**config.mk**
```make
export PLATFORM = sky130hd
export DESIGN_NAME = program_load_sequencer_flat
export DESIGN_NICKNAME = d
export VERILOG_FILES = /design/src/rtl/program_load_sequencer_pkg.sv /design/src/rtl/program_load_sequencer_if.sv /design/src/rtl/program_load_sequencer_cnt.sv /design/src/rtl/program_load_sequencer.sv /design/src/flat_wrapper.sv
export SDC_FILE = /design/constraint.sdc
export NUM_CORES = 1
export LEC_CHECK = 0
export CORE_MARGIN = 2
export CORE_UTILIZATION = 50
export DETAILED_ROUTE_END_ITERATION = 8
export PLACE_DENSITY = 0.8
export SLEW_MARGIN = 20
export SYNTH_ARGS = -nofsm -noshare
export SYNTH_HDL_FRONTEND = slang
export SYNTH_SLANG_ARGS = --single-unit
```
**constraint.sdc**
```tcl
create_clock -name clk -period 3.5 [get_ports clk]
set_input_delay 0.35 -clock clk [delete_from_list [all_inputs] [get_ports clk]]
set_output_delay 0.35 -clock clk [all_outputs]
set_load 0.005 [all_outputs]
```
**src/rtl/program_load_sequencer_pkg.sv**
```systemverilog
// Shared state encoding and default load-image geometry for the program loader,
// its CPU top level and the bench.
package program_load_sequencer_pkg;

    typedef enum logic [2:0] {
        ST_IDLE      = 3'd0,
        ST_LOAD_INST = 3'd1,
        ST_LOAD_DATA = 3'd2,
        ST_START     = 3'd3,
        ST_RUN       = 3'd4,
        ST_DONE      = 3'd5
    } state_e;

    localparam int DEF_ADDR_W     = 32;
    localparam int DEF_INST_BYTES = 202;
    localparam int DEF_DATA_BASE  = 256;
    localparam int DEF_DATA_BYTES = 200005;

    function automatic int max_int(input int a, input int b);
        return (a > b) ? a : b;
    endfunction

endpackage

```
**src/rtl/program_load_sequencer_if.sv**
```systemverilog
// Byte-stream, memory-write and CPU-control bundle of the program loader.
// slave = the sequencer, master = host byte source plus CPU side.
interface program_load_sequencer_if
    import program_load_sequencer_pkg::*;
#(
    parameter int ADDR_W = DEF_ADDR_W
);
    logic              go;
    logic              abort;
    logic              in_valid;
    logic [7:0]        in_byte;
    logic              in_ready;
    logic [ADDR_W-1:0] programAddress;
    logic [7:0]        programByte;
    logic              programWrEn;
    logic              cpu_reset;
    logic              startProgram;
    logic              cpu_done;
    logic              busy;
    logic              done;

    modport slave (
        input  go, abort, in_valid, in_byte, cpu_done,
        output in_ready, programAddress, programByte, programWrEn,
        output cpu_reset, startProgram, busy, done
    );

    modport master (
        output go, abort, in_valid, in_byte, cpu_done,
        input  in_ready, programAddress, programByte, programWrEn,
        input  cpu_reset, startProgram, busy, done
    );
endinterface

```
**src/rtl/program_load_sequencer_cnt.sv**
```systemverilog
// Byte counter with clear/enable and a terminal flag at a runtime limit; one cycle
// per increment, clear wins over enable, no backpressure of its own.
module program_load_sequencer_cnt #(
    parameter int W = 8
) (
    input  logic         clk,
    input  logic         reset,
    input  logic         clr_i,
    input  logic         en_i,
    input  logic [W-1:0] limit_i,
    output logic [W-1:0] cnt_o,
    output logic         last_o
);

    logic [W-1:0] cnt_q;
    logic [W-1:0] cnt_d;

    always_comb begin
        cnt_d = cnt_q;
        if (clr_i) begin
            cnt_d = '0;
        end else if (en_i) begin
            cnt_d = cnt_q + W'(1);
        end
    end

    always_ff @(posedge clk) begin
        if (!reset) begin
            cnt_q <= '0;
        end else begin
            cnt_q <= cnt_d;
        end
    end

    assign cnt_o  = cnt_q;
    assign last_o = (cnt_q == limit_i);

endmodule

```
**src/rtl/program_load_sequencer.sv**
```systemverilog
// Loads instruction then pixel bytes into CPU memory, then starts the CPU and waits
// for completion; each accepted byte is written one cycle later, in_ready drops outside load.
module program_load_sequencer
    import program_load_sequencer_pkg::*;
#(
    parameter int ADDR_W     = DEF_ADDR_W,
    parameter int INST_BYTES = DEF_INST_BYTES,
    parameter int DATA_BASE  = DEF_DATA_BASE,
    parameter int DATA_BYTES = DEF_DATA_BYTES
) (
    input  logic clk,
    input  logic reset,
    program_load_sequencer_if.slave bus
);

    localparam int CNT_W = $clog2(max_int(INST_BYTES, DATA_BYTES) + 1);
    localparam logic [CNT_W-1:0]  INST_LIM = CNT_W'(INST_BYTES - 1);
    localparam logic [CNT_W-1:0]  DATA_LIM = CNT_W'((DATA_BYTES == 0) ? 0 : DATA_BYTES - 1);
    localparam logic [ADDR_W-1:0] BASE_A   = ADDR_W'(DATA_BASE);

    state_e state_q;
    state_e state_d;

    logic              in_ready_q, in_ready_d;
    logic              wr_en_q, wr_en_d;
    logic [ADDR_W-1:0] addr_q, addr_d;
    logic [7:0]        byte_q, byte_d;
    logic              cpu_reset_q, cpu_reset_d;
    logic              start_q, start_d;
    logic              busy_q, busy_d;
    logic              done_q, done_d;

    logic             load_st;
    logic             idle_st;
    logic             wr;
    logic             cnt_clr;
    logic             cnt_last;
    logic [CNT_W-1:0] cnt;
    logic [CNT_W-1:0] cnt_lim;

    assign load_st = (state_q == ST_LOAD_INST) || (state_q == ST_LOAD_DATA);
    assign idle_st = (state_q == ST_IDLE) || (state_q == ST_DONE);

    // abort swallows the byte presented in the same cycle
    assign wr      = bus.in_valid & in_ready_q & load_st & ~bus.abort;
    assign cnt_lim = (state_q == ST_LOAD_DATA) ? DATA_LIM : INST_LIM;
    assign cnt_clr = bus.abort | (wr & cnt_last) | (idle_st & bus.go);

    program_load_sequencer_cnt #(
        .W (CNT_W)
    ) u_cnt (
        .clk     (clk),
        .reset   (reset),
        .clr_i   (cnt_clr),
        .en_i    (wr),
        .limit_i (cnt_lim),
        .cnt_o   (cnt),
        .last_o  (cnt_last)
    );

    always_ff @(posedge clk) begin
        if (!reset) begin
            state_q <= ST_IDLE;
        end else begin
            state_q <= state_d;
        end
    end

    always_comb begin
        state_d = state_q;
        if (bus.abort) begin
            state_d = ST_IDLE;
        end else begin
            case (state_q)
                ST_IDLE, ST_DONE: begin
                    if (bus.go) state_d = ST_LOAD_INST;
                end
                ST_LOAD_INST: begin
                    if (wr && cnt_last) state_d = (DATA_BYTES == 0) ? ST_START : ST_LOAD_DATA;
                end
                ST_LOAD_DATA: begin
                    if (wr && cnt_last) state_d = ST_START;
                end
                ST_START: state_d = ST_RUN;
                ST_RUN: begin
                    if (bus.cpu_done) state_d = ST_DONE;
                end
                default: state_d = ST_IDLE;
            endcase
        end
    end

    // Outputs are registered from the next state, so START (the cycle holding the
    // last write strobe) shows up as startProgram on the first RUN cycle.
    always_comb begin
        wr_en_d = wr;
        addr_d  = addr_q;
        byte_d  = byte_q;
        if (wr) begin
            byte_d = bus.in_byte;
            addr_d = (state_q == ST_LOAD_DATA) ? (BASE_A + ADDR_W'(cnt)) : ADDR_W'(cnt);
        end
        in_ready_d  = (state_d == ST_LOAD_INST) || (state_d == ST_LOAD_DATA);
        busy_d      = in_ready_d || (state_d == ST_RUN);
        done_d      = (state_d == ST_DONE);
        start_d     = (state_q == ST_START) && (state_d == ST_RUN);
        cpu_reset_d = !((state_d == ST_RUN) || (state_d == ST_DONE));
    end

    always_ff @(posedge clk) begin
        if (!reset) begin
            in_ready_q  <= 1'b0;
            wr_en_q     <= 1'b0;
            addr_q      <= '0;
            byte_q      <= '0;
            cpu_reset_q <= 1'b1;
            start_q     <= 1'b0;
            busy_q      <= 1'b0;
            done_q      <= 1'b0;
        end else begin
            in_ready_q  <= in_ready_d;
            wr_en_q     <= wr_en_d;
            addr_q      <= addr_d;
            byte_q      <= byte_d;
            cpu_reset_q <= cpu_reset_d;
            start_q     <= start_d;
            busy_q      <= busy_d;
            done_q      <= done_d;
        end
    end

    assign bus.in_ready       = in_ready_q;
    assign bus.programWrEn    = wr_en_q;
    assign bus.programAddress = addr_q;
    assign bus.programByte    = byte_q;
    assign bus.cpu_reset      = cpu_reset_q;
    assign bus.startProgram   = start_q;
    assign bus.busy           = busy_q;
    assign bus.done           = done_q;

endmodule

```
**src/flat_wrapper.sv**
```systemverilog
// flat-port wrapper written by rule: the top's interface ports become plain ports
module program_load_sequencer_flat import program_load_sequencer_pkg::*;
#(
    parameter int ADDR_W     = DEF_ADDR_W,
    parameter int INST_BYTES = DEF_INST_BYTES,
    parameter int DATA_BASE  = DEF_DATA_BASE,
    parameter int DATA_BYTES = DEF_DATA_BYTES
)
  (clk, reset, bus_go, bus_abort, bus_in_valid, bus_in_byte, bus_cpu_done, bus_in_ready, bus_programAddress, bus_programByte, bus_programWrEn, bus_cpu_reset, bus_startProgram, bus_busy, bus_done);
  program_load_sequencer_if #(.ADDR_W(ADDR_W)) bus_i ();
  input  logic clk;
  input  logic reset;
  input wire logic [$bits(bus_i.go)-1:0] bus_go;
  input wire logic [$bits(bus_i.abort)-1:0] bus_abort;
  input wire logic [$bits(bus_i.in_valid)-1:0] bus_in_valid;
  input wire logic [$bits(bus_i.in_byte)-1:0] bus_in_byte;
  input wire logic [$bits(bus_i.cpu_done)-1:0] bus_cpu_done;
  output wire logic [$bits(bus_i.in_ready)-1:0] bus_in_ready;
  output wire logic [$bits(bus_i.programAddress)-1:0] bus_programAddress;
  output wire logic [$bits(bus_i.programByte)-1:0] bus_programByte;
  output wire logic [$bits(bus_i.programWrEn)-1:0] bus_programWrEn;
  output wire logic [$bits(bus_i.cpu_reset)-1:0] bus_cpu_reset;
  output wire logic [$bits(bus_i.startProgram)-1:0] bus_startProgram;
  output wire logic [$bits(bus_i.busy)-1:0] bus_busy;
  output wire logic [$bits(bus_i.done)-1:0] bus_done;
  assign bus_i.go = bus_go;
  assign bus_i.abort = bus_abort;
  assign bus_i.in_valid = bus_in_valid;
  assign bus_i.in_byte = bus_in_byte;
  assign bus_i.cpu_done = bus_cpu_done;
  assign bus_in_ready = bus_i.in_ready;
  assign bus_programAddress = bus_i.programAddress;
  assign bus_programByte = bus_i.programByte;
  assign bus_programWrEn = bus_i.programWrEn;
  assign bus_cpu_reset = bus_i.cpu_reset;
  assign bus_startProgram = bus_i.startProgram;
  assign bus_busy = bus_i.busy;
  assign bus_done = bus_i.done;
  program_load_sequencer #(.ADDR_W(ADDR_W), .INST_BYTES(INST_BYTES), .DATA_BASE(DATA_BASE), .DATA_BYTES(DATA_BYTES)) u_core (.clk(clk), .reset(reset), .bus(bus_i));
endmodule
```
Word level (Yosys, flattened, before mapping)
Index checks and enable logic that the tools add are counted.

Add/subtract/negate cells: 2. Eq/ne operators: 10. Mux-type cells: 8. Bitwise logic cells: 9. Reduce and logical (&&, ||, !) cells: 11.

Operator list (number): $mux 32 (1); $add 9x18->19 const A (1); $add 18x1->18 const B (1); $eq 18x18->1 (1); $mux 18 (1); $mux 3 (5); $pmux 3 s5 (1); $eq 3x3->1 const B (4); $eq 3x2->1 const B (3); $eq 3x1->1 const B (2); $and 1x1->1 (5); $logic_or 1x1->1 (5); $reduce_or 2->1 (2); $logic_not 3->1 (1); $logic_and 1x1->1 (2); $not 1->1 (2); $or 1x1->1 (2); $logic_not 1->1 (1).

Bits in registers: 67. Input port bits: 14. Output and inout port bits: 46. Word-level logic and storage cells: 50.

Depth between registers and ports, before layout
Depth after elaboration: 11. Gate-level depth with buffers: 8. Gate-level depth less buffers: 6.

Cells and area by module
Synthesis repeated with hierarchy kept, for this count alone.

Cell total of the unflattened synthesis: 321. Area, all modules: 2821.5 µm².

By module, submodules not included: program_load_sequencer (times used 1, cells an instance 200, area an instance 1732.9 µm², sequential area each 720.7 µm²); program_load_sequencer_cnt (times used 1, cells an instance 121, area an instance 1088.5 µm², sequential area each 360.3 µm²).

Least setup slack after synthesis
OpenSTA, ideal clock, no wires.

Path kind: register to register. Start point: register u_core.u_cnt.cnt_q[10] (netlist: u_core.u_cnt.cnt_o[10]). End point: register u_core.u_cnt.cnt_q[13] (netlist: u_core.u_cnt.cnt_o[13]). Setup time: 0.115 ns. Arrival time: 1.614 ns. Required time: 3.385 ns. Setup slack: 1.771 ns. Stages on the path, launching flop included: 8. Buffers on the path: 2. Period minus slack after synthesis: 1.729 ns. Cells stage by stage: dfxtp_1 buf_6 or2_2 a2111oi_4 o2111ai_2 nand2_4 buf_6 nor2_1.

Word-level cells in the longest chain between the ends: 5. Elaborated cells between the ends (all ways): 6. Classes of those cells: 1 x add/sub; 1 x eq/ne; 3 x bitwise; 1 x reduce/logical.

RTL lines: from (decl) (line program_load_sequencer_cnt.sv:15) `logic [W-1:0] cnt_q;`; from (signal assigned) (line program_load_sequencer_cnt.sv:31) `cnt_q <= cnt_d;`; branches (longest 5 deep; another with $add 18x1->18).

Several ways; the timed one is not identified. A chain may end at the register's enable or synchronous reset.

Final worst setup path
Start point: register u_core.state_q[1]. End point: register u_core.state_q[0].

Word-level cells in the longest chain between the ends: 8. Elaborated cells between the ends (all ways): 17. Classes of those cells: 6 x eq/ne; 5 x mux; 2 x bitwise; 4 x reduce/logical.

RTL lines: from (decl) (line program_load_sequencer.sv:21) `state_e state_q;`; from (signal assigned) (line program_load_sequencer.sv:65) `state_q <= state_d;`; branches (longest 6 deep; another with $mux 18); $pmux 3 s5 (*) (line program_load_sequencer.sv:74) `case (state_q)`; $mux 3 (*) (line program_load_sequencer.sv:71) `if (bus.abort) begin`.

Mark *: on every way between the ends.

==> results_dict.tcl <==
set metrics [dict create \
    synth-seq-cells 54 \
    place_hpwl_mm 3.69 \
    drc_errors 0 \
    slew_headroom_pct 53.2 \
    globalplace.congestion 0.861 \
    startpoint "u_core.state_q[1]" \
    tritoncts "built" \
    via_count 2073 \
    powerDensity_mw_per_mm2 337 \
    avgRoutedWirePerCell_um 13.0 \
    hold_path.startpoint "u_core.bus.programByte[0]" \
    synth_top_cell_area_share_pct 43.2 \
    grt_max_degree 42 \
    coreArea_sq_mm 0.00479 \
    ys_seq_area_share_pct 43.2 \
    finalMaxSlewViolations 0 \
    clock_sink_count 54 \
    synthMostInstantiatedCell "dfxtp_1" \
    htreeDepth 2 \
    tightest_slew_ns 0.702 \
    clockRootBuffer "clkbuf_8" \
    synth.mux.area_fraction_pct 0 \
    path_clk_slew_ns 0.10 \
    n_fill_cell 427 \
    yosys_warnings 0 \
    status "finished, final reports clean" \
    clk_path_buf_depth 2 \
    crit_type "reg2reg" \
    num_io_pins 60 \
    fp.dieH_um 74.8 \
    post_cts.repair.setup_buffers 0 \
    crit_arrival_ns 2.19 \
    setup_viol 0 \
    rsz0062_at_grt "false" \
    synth_area_leaders "dfxtp_1 43%, xnor2_1 7.7%, nand2_1 7.0%" \
    cp_max_fo 13 \
    hold_path_class "reg2reg" \
    rows 25 \
    endpoint_kind "flop" \
    antenna_found_initial 0 \
    synth_top_family_by_area "simple AND/OR/NAND/NOR gates" \
    fin_crit_sh_pct 57.3 \
    ys_async_sr_fraction_pct 0 \
    track_usage_pct 19.7 \
    max_cap_viol_count 0 \
    max-vdd-ir-drop_v 0.000206 \
    synthDistinctLibCells 44 \
    wirelength_mm 5.23 \
    start_kind "flop" \
    synth_edf_count 0 \
    syn_inst 298 \
    initial_utilization_pct 52.3 \
    first_iter_violations 94 \
    port_buffers 46 \
    drive_gt1_share_pct 5.69 \
    ant_nets 0 \
    synth.avg_cell_area_sq_um 8.40 \
    dieArea_sq_mm 0.00559 \
    synthSimpleGateAreaFrac_pct 26.3 \
    hold_violations 0 \
    cts_made_buffers 5 \
    multi_input_area_sq_mm 0.00125 \
    r2r_slack_ns 1.50 \
    skew_ns 0.00795 \
    first_pass_iters 4 \
    grt_pass1_vias 1829 \
    r2r_start "u_core.state_q[1]" \
    synth.top_cells.by_count "54 x dfxtp_1, 47 x nand2_1, 37 x nor2_1" \
    diodes 0 \
    syn2layout_area_growth_pct 19.7 \
    cts_resized 0 \
    seqCellArea_sq_mm 0.00108 \
    cts_hold_buf 0 \
    yosys.area.top_type "dfxtp_1" \
    hold_ws_ns 0.459 \
    vias_per_cell 5.17 \
    synthAdderAreaFrac_pct 1.00 \
    synthFlopType "dfxtp_1" \
    fin_crit_ns 2.00 \
    grt_pass1_wl_mm 8.50 \
    setup-tns-final_ns 0 \
    nNetsFinal 349 \
    synth_compound_area_share_pct 11.3 \
    grt.overflow.total 0 \
    power.leakage_nw 0.941 \
    clk_latency_ns 0.32 \
    die_x_um 74.8 \
    yosys.area_share.xor_xnor_pct 9.45 \
    syn_area_sq_mm 0.00250 \
    cp.required_ns 3.68 \
    fmax_mhz 499 \
]
[registers in the layout, summed over array words and instances, names as in the netlist]
register / count
u_core.bus.programByte: 8
u_core.bus.done: 1
u_core.bus.in_ready: 1
u_core.state_q: 3
u_core.bus.busy: 1
u_core.u_cnt.cnt_o: 18
u_core.bus.cpu_reset: 1
u_core.bus.startProgram: 1
u_core.bus.programWrEn: 1
u_core.bus.programAddress: 19
[layout by cell type, fill, tap and decap left out, drive strengths merged, types with 3 or more instances in the layout]
cell           Yosys  final
dfxtp             54     54
nand2             48     48
clkdlybuf4s50      0     46
nor2              37     37
a21oi             24     24
xnor2             22     22
conb               1     13
nor3              10     10
nand3              8      8
nor4               7      7
inv                6      6
a211oi             6      6
xor2               5      5
o21ai              5      5
clkbuf             9      5
nand4              4      4
nand4b             3      3
[report_power, final]
group	switching (W)	internal [W]
combinational	0.0000218	0.0000217
clock	0.000207	0.000141
sequential	0.00000269	0.000616
[layer usage]
layer  wire (um)  GRT usage [%]  share of wire [%]  vias up
li1            -              -                  -     1044
met1        2420           26.4                 46      969
met2        2500           31.2                 48       55
met3         250           4.95                4.8        5
met4          61           6.75                1.2        0
met5           0              0                  0        -
[stage by stage]
stage	total power, W	util, %	cell area (sq um)	worst slack, ns	std cells
6_report	0.00101	62.6	3000	1.50	401
5_1_grt	0.00105	62.6	3000	1.32	401
4_1_cts	0.00102	62.6	3000	1.51	401
3_5_place_dp	0.000677	60.8	2910	1.27	393
3_3_place_gp	0.000676	60.8	2910	1.29	393
2_1_floorplan	0.000665	-	2550	1.77	310
[final timing paths]
kind         cells after the start                         to
max                              5          u_core.state_q[0]
min                              2  u_core.bus.programByte[0]
max reg2reg                      5          u_core.state_q[0]
min reg2reg                      2  u_core.bus.programByte[0]
[final cells by class]
class	count	share of cell area (%)
clock inverter	3	0.710
timing repair buffer	47	15.6
sequential	54	36.1
tap	67	2.80
multi-input combinational	219	41.8
clock buffer	5	2.30
inverter	6	0.751
[kinds of logic after synthesis]
family	count (synthesis)
AO/OA/AOI/OAI	43
XOR/XNOR	27
adder cells (fa/ha/maj)	2
buffers and inverters	37
flip-flops	54
other	1
AND/OR/NAND/NOR	134
[worst max-delay path: stages, from the launching register on]
cell,delay [ns]
dfxtp_1,0.51
or3b_4,0.52
nor4_4,0.28
o2111ai_2,0.23
a211oi_2,0.27
a211oi_1,0.07
Power figures use the tool's default switching activity.
